[src/rtl/alu_sequencer.sv]
// Multi-cycle controller for the 8-bit ALU: handshake, operand read, execute, write-back.
// Owns the architectural {Z,C,N,V} flag register and feeds C back as the ALU carry-in.
module alu_sequencer #(
    parameter logic [3:0] FLAG_RESET = 4'b0000
) (
    input  logic       clk_i,
    input  logic       rst_i,
    input  logic       req_valid_i,
    output logic       req_ready_o,
    input  logic [1:0] req_class_i,
    input  logic [1:0] req_fn_i,
    input  logic [2:0] req_rd_i,
    input  logic [2:0] req_rs_i,
    input  logic [2:0] req_rs2_i,
    input  logic       req_use_imm_i,
    input  logic [7:0] req_imm_i,
    input  logic [2:0] req_count_i,
    output logic [2:0] rf_raddr_a_o,
    output logic [2:0] rf_raddr_b_o,
    input  logic [7:0] rf_rdata_a_i,
    input  logic [7:0] rf_rdata_b_i,
    output logic       rf_we_o,
    output logic [2:0] rf_waddr_o,
    output logic [7:0] rf_wdata_o,
    output logic [7:0] alu_a_o,
    output logic [7:0] alu_b_o,
    output logic [2:0] alu_count_o,
    output logic [3:0] alu_op_o,
    output logic       alu_cin_o,
    input  logic [7:0] alu_res_i,
    input  logic       alu_v_i,
    input  logic       alu_c_i,
    input  logic       flag_load_i,
    input  logic [3:0] flag_load_val_i,
    output logic       flag_z_o,
    output logic       flag_c_o,
    output logic       flag_n_o,
    output logic       flag_v_o,
    output logic       busy_o,
    output logic       done_o
);
    typedef enum logic [1:0] {IDLE, READ, EXEC, WB} state_e;

    typedef struct packed {
        logic [1:0] cls;
        logic [1:0] fn;
        logic [2:0] rd;
        logic [2:0] rs;
        logic [2:0] rs2;
        logic       use_imm;
        logic [7:0] imm;
        logic [2:0] count;
    } req_t;

    localparam logic [1:0] CLASS_SHIFT = 2'b10;

    state_e     state_q, state_d;
    req_t       req_q, req_d;
    logic [7:0] alu_a_q, alu_a_d;
    logic [7:0] alu_b_q, alu_b_d;
    logic [3:0] alu_op_q, alu_op_d;
    logic [2:0] alu_count_q, alu_count_d;
    logic [2:0] waddr_q, waddr_d;
    logic [7:0] wdata_q, wdata_d;
    logic [3:0] flags_q, flags_d;
    logic       handshake;

    assign req_ready_o = (state_q == IDLE) || (state_q == WB);
    assign handshake   = req_valid_i && req_ready_o;

    // NOTE: every signal gets its hold value first so no path through the case leaves one unassigned (no latches).
    always_comb begin
        state_d     = state_q;
        req_d       = req_q;
        alu_a_d     = alu_a_q;
        alu_b_d     = alu_b_q;
        alu_op_d    = alu_op_q;
        alu_count_d = alu_count_q;
        waddr_d     = waddr_q;
        wdata_d     = wdata_q;
        flags_d     = flags_q;

        if (flag_load_i) begin
            flags_d = flag_load_val_i;
        end

        if (handshake) begin
            req_d.cls     = (req_class_i == 2'b11) ? CLASS_SHIFT : req_class_i;
            req_d.fn      = req_fn_i;
            req_d.rd      = req_rd_i;
            req_d.rs      = req_rs_i;
            req_d.rs2     = req_rs2_i;
            req_d.use_imm = req_use_imm_i;
            req_d.imm     = req_imm_i;
            req_d.count   = req_count_i;
        end

        case (state_q)
            IDLE: if (handshake) state_d = READ;
            READ: begin
                state_d     = EXEC;
                alu_a_d     = rf_rdata_a_i;
                alu_b_d     = (req_q.cls == CLASS_SHIFT) ? 8'h00 :
                              req_q.use_imm              ? req_q.imm : rf_rdata_b_i;
                alu_op_d    = {req_q.cls, req_q.fn};
                alu_count_d = req_q.count;
            end
            EXEC: begin
                // Capture overrides a coincident flag load; N comes from the result MSB.
                state_d = WB;
                waddr_d = req_q.rd;
                wdata_d = alu_res_i;
                flags_d = {(alu_res_i == 8'h00), alu_c_i, alu_res_i[7], alu_v_i};
            end
            WB:      state_d = handshake ? READ : IDLE;
            default: state_d = IDLE;
        endcase
    end

    // NOTE: state registers use non-blocking assignments so all flops update together at the edge.
    always_ff @(posedge clk_i or posedge rst_i) begin
        if (rst_i) begin
            state_q     <= IDLE;
            req_q       <= '0;
            alu_a_q     <= '0;
            alu_b_q     <= '0;
            alu_op_q    <= '0;
            alu_count_q <= '0;
            waddr_q     <= '0;
            wdata_q     <= '0;
            flags_q     <= FLAG_RESET;
        end else begin
            state_q     <= state_d;
            req_q       <= req_d;
            alu_a_q     <= alu_a_d;
            alu_b_q     <= alu_b_d;
            alu_op_q    <= alu_op_d;
            alu_count_q <= alu_count_d;
            waddr_q     <= waddr_d;
            wdata_q     <= wdata_d;
            flags_q     <= flags_d;
        end
    end

    assign rf_raddr_a_o = req_q.rs;
    assign rf_raddr_b_o = req_q.rs2;
    assign rf_we_o      = (state_q == WB) && (waddr_q != 3'd0);
    assign rf_waddr_o   = waddr_q;
    assign rf_wdata_o   = wdata_q;
    assign alu_a_o      = alu_a_q;
    assign alu_b_o      = alu_b_q;
    assign alu_op_o     = alu_op_q;
    assign alu_count_o  = alu_count_q;
    assign alu_cin_o    = flags_q[2];
    assign flag_z_o     = flags_q[3];
    assign flag_c_o     = flags_q[2];
    assign flag_n_o     = flags_q[1];
    assign flag_v_o     = flags_q[0];
    assign busy_o       = (state_q != IDLE);
    assign done_o       = (state_q == WB);
endmodule

[config.mk]
export PLATFORM = sky130hd
export DESIGN_NAME = alu_sequencer
export DESIGN_NICKNAME = d
export VERILOG_FILES = /design/src/rtl/alu_sequencer.sv
export SDC_FILE = /design/constraint.sdc
export NUM_CORES = 1
export LEC_CHECK = 0
export ABC_AREA = 1
export CAP_MARGIN = 20
export CORE_UTILIZATION = 43
export CTS_CLUSTER_DIAMETER = 100
export DETAILED_ROUTE_END_ITERATION = 8
export GPL_ROUTABILITY_DRIVEN = 1
export MAX_ROUTING_LAYER = met4
export PLACE_DENSITY = 0.82
export SKIP_LAST_GASP = 1
export SYNTH_ARGS = -nofsm -noshare
export SYNTH_HDL_FRONTEND = slang
export SYNTH_SLANG_ARGS = --single-unit
[constraint.sdc]
create_clock -name clk_i -period 2.7 [get_ports clk_i]
set_input_delay 0.54 -clock clk_i [delete_from_list [all_inputs] [get_ports clk_i]]
set_output_delay 0.54 -clock clk_i [all_outputs]
set_load 0.005 [all_outputs]
## Yosys cells after proc, flatten, opt, wreduce, memory -nomap -nowiden

Cells that the tools add are included.

- Register bits: 65
- Input port bits: 59
- Word-level logic and storage cells: 38

- Equality and inequality tests: 6
- Multiplexer cells: 8
- Reduce and logical (&&, ||, !) cells: 8

Operator list:

| kind | count |
|---|---|
| $mux 8 | 2 |
| $eq 2x2->1 const B | 4 |
| $logic_not 8->1 | 1 |
| $mux 4 | 2 |
| $pmux 2 s4 | 1 |
| $mux 2 | 2 |
| $reduce_bool 2->1 | 2 |
| $reduce_bool 3->1 | 1 |
| $eq 2x1->1 const B | 1 |
| $logic_and 1x1->1 | 2 |
| $logic_not 2->1 | 1 |
| $ne 2x2->1 const B | 1 |
| $logic_or 1x1->1 | 1 |
| $mux 1 | 1 |

## Depth between registers and ports, before layout

- Word-level depth: 5
- Mapped depth: 8
- Depth with buffers taken out: 8

## Least setup slack after synthesis

Ideal clock, no wire load.

- Path kind: reg2out
- Start: register state_q[0]
- End: output port req_ready_o
- Arrival time: 0.855 ns
- Data required time: 2.160 ns
- Slack: 1.305 ns
- Stages on the path, launching flop included: 4
- Buffers on the path: 0
- Path through: dfrtp_1 > inv_1 > ha_1 > inv_2

- Longest elaborated chain between the ends: 2

RTL lines:

| element | line | text |
|---|---|---|
| from (decl) | 57 | `state_e state_q, state_d;` |
| from (signal assigned) | 133 | `state_q <= state_d;` |
| $eq 2x2->1 or $logic_not 2->1 (tied branches) | 68 | `assign req_ready_o = (state_q == IDLE) \|\| (state_q == WB);` |
| $logic_or 1x1->1 (*) | 68 |  |
| to (decl) | 9 | `output logic req_ready_o,` |

Every way passes the cells marked *; elsewhere a longest branch is shown, timed or not.

## Worst setup path after layout

Same ends and word-level chain as after synthesis.

==> results.toml <==
[pwr]
pwr-share-clk = 0.183
ir_drop_v = 0.000623
swShare = 0.345
p_sw_mw = 1.53
p_leak_nw = 1.96
powerDensity_nw_per_um2 = 1100
p_comb_frac = 0.433
power.internal_mw = 2.90
seqPwrFrac = 0.384

[sta]
rsz0062_at_grt = "false"
max_slew_margin = 0.612
fin_crit_ps = 2310
finalHoldViolCount = 0
worstMarginPinSlew_ps = 581
drv_slew = 0
period_share = 0.854
setup_viol = 0
timing.fmax_mhz = 434
layout_setup_ws_ps = 394
tns_ps = 0
skew_ps = 6.90

[routing]
vias = 2339
via_per_inst = 4.71
drc_errors = 0
wl_um = 6240
first_pass_iters = 4
postRouteAntennaNets = 0
dr.first_iter.drc_count = 68
routedWlPerCell_um = 12.6

[synthesis]
synth_edf_count = 0
synth.area.top_cells = "dfrtp_1 (59%), nand2_1 (20%), o21ai_0 (3.8%)"
synthArstFlopShare = 1.00
yosysMostFrequentCell = "nand2_1"
synth_fp_nets = 379
ys_warn_count = 0
synth_top_area_frac = 0.586
avgSynthCellArea_sq_um = 8.81
ys_ff_latch = 65
ys_top_cells_by_count = "nand2_1 (150), dfrtp_1 (65), o21ai_0 (21), inv_1 (19), buf_4 (11)"
syn-cell-area_sq_um = 2770
synthCells = 315
synth-main-ff-cell = "dfrtp_1"
synth_top_area_cell = "dfrtp_1"
synth_cell_type_count = 19
seq_area_frac_synth = 0.586

[die]
die-width_um = 82.3
num_io_pins = 108
fp.dieH_um = 82.3
die-area_sq_um = 6780
core_sq_um = 6060
rows = 28
start_util = 0.458

[clocking]
htreeDepth = 3
post_cts_buffers = 0
cts_sinks = 65
path_clk_slew_ps = 70
ctsHoldBuffers = 0
cts-resized-gates = 0
clock_path_buffers = 2
cts_tree = "built"
clk_latency_ps = 320
root_buffer = "clkbuf_8"
cts_buffers = 9

[setup_path]
path_max_fanout = 5
cp-end-kind = "output port"
required_ps = 2160
worstSetupPathType = "register to output port"
crit_arrival_ps = 1770
cp-start-kind = "register"

[final_layout]
seq_area_sq_um = 1630
drive_gt1_frac = 0.0711
area_delta_synth_final_pct = 45.0
nets = 482
antennaDiodeCount = 0
n_fill_cell = 514
multi_input_area_sq_um = 926

[grt]
grt.overflow.total = 0
grt_use_total = 0.205
grt_max_degree = 40
antenna_found_initial = 0
grt_pass1_wl_um = 10000
grt_pass1_vias = 2282

[placement]
hpwl_um = 4480
numPortBuffers = 107
place_ws_ps = 744
gp_congestion = 0.797

[flow_run]
drv_cap = 0

[worst_hold_path]
min-delay-path-class = "register to register"

[run_status]
outcome = "completed"
## worst paths after layout
check                                from        endpoint  slack (ps)  depth (start not counted)
max                            state_q[0]     req_ready_o         390                          4
min                        alu_count_o[1]  alu_count_o[1]         470                          2
max reg2reg                    state_q[1]      alu_b_o[3]         940                          5
min reg2reg                alu_count_o[1]  alu_count_o[1]         470                          2
max in group asynchronous           rst_i     alu_op_o[1]        1480                          3
min in group asynchronous           rst_i      flags_q[3]         610                          2
## cells by family (layout without fill, tap and decap cells)
| family | count (synthesis) | in the layout | synth area share |
|---|---|---|---|
| AO/OA/AOI/OAI | 35 | 35 | 0.0672 |
| adder cells (fa/ha/maj) | 5 | 5 | 0.0226 |
| buffers and inverters | 39 | 146 | 0.0798 |
| flip-flops | 65 | 65 | 0.586 |
| AND/OR/NAND/NOR | 171 | 171 | 0.244 |
## state kept, by name, summed over array words and instances, names as in the netlist
signal	count
alu_a_o	8
alu_b_o	8
alu_count_o	3
alu_op_o	4
flags_q	4
req_q	19
rf_raddr_a_o	3
rf_raddr_b_o	3
rf_waddr_o	3
rf_wdata_o	8
state_q	2
## power by group through the flow
| stage | registers [mW] | clock network [mW] | logic, mW |
|---|---|---|---|
| 2_1_floorplan | 1.69 | 0 | 1.10 |
| 3_3_place_gp | 1.69 | 0 | 1.88 |
| 3_5_place_dp | 1.71 | 0 | 1.95 |
| 4_1_cts | 1.70 | 0.831 | 1.96 |
| 5_1_grt | 1.75 | 0.876 | 2.18 |
| 6_report | 1.70 | 0.812 | 1.92 |
## final cells by class
class / instances / share of cell area
sequential: 65 / 0.404
timing repair buffer: 108 / 0.271
multi-input combinational: 211 / 0.230
clock buffer: 13 / 0.0395
tap: 75 / 0.0233
inverter: 23 / 0.0221
clock inverter: 2 / 0.00933
## through the flow
| step | instances | area, sq um | hold slack, ps | total power, mW | util |
|---|---|---|---|---|---|
| 2_1_floorplan | 315 | 2770 | 444 | 2.79 | - |
| 3_3_place_gp | 482 | 3830 | 454 | 3.57 | 0.631 |
| 3_5_place_dp | 482 | 3830 | 459 | 3.66 | 0.631 |
| 4_1_cts | 497 | 4020 | 474 | 4.49 | 0.664 |
| 5_1_grt | 497 | 4020 | 501 | 4.81 | 0.664 |
| 6_report | 497 | 4020 | 467 | 4.43 | 0.664 |
## metal layers
metal	GRT usage	wire, um	vias to the layer above
met5	-	0	-
met4	0.0965	89	0
met3	0.0484	424	11
met2	0.341	3070	81
met1	0.234	2660	1082
li1	-	-	1165
## cells in the final DEF, fill, tap and decap left out
cell type        netlist  routed
a21oi_1                2       2
a31oi_1                1       1
buf_12                 0       1
bufinv_16              0       1
clkbuf_1               0       2
clkbuf_8               0      11
clkdlybuf4s50_1        0     107
clkinvlp_4             0       1
dfrtp_1               65      65
ha_1                   5       5
inv_1                 19      18
inv_2                  3       4
inv_4                  1       1
nand2_1              150     150
nand2_4                1       1
nand3_1                6       6
nor2_1                 6       6
o21a_1                 1       1
o21ai_0               21      21
o21ai_1                8       8
o21ai_2                2       2
or2_2                  8       8
## worst max-delay path, cell delays in order (launching register included)
cell and delay [ps]:
dfrtp_1 420, inv_1 110, ha_1 330, inv_2 80, clkdlybuf4s50_1 500
Note: power is estimated with default switching activity, not from simulation.
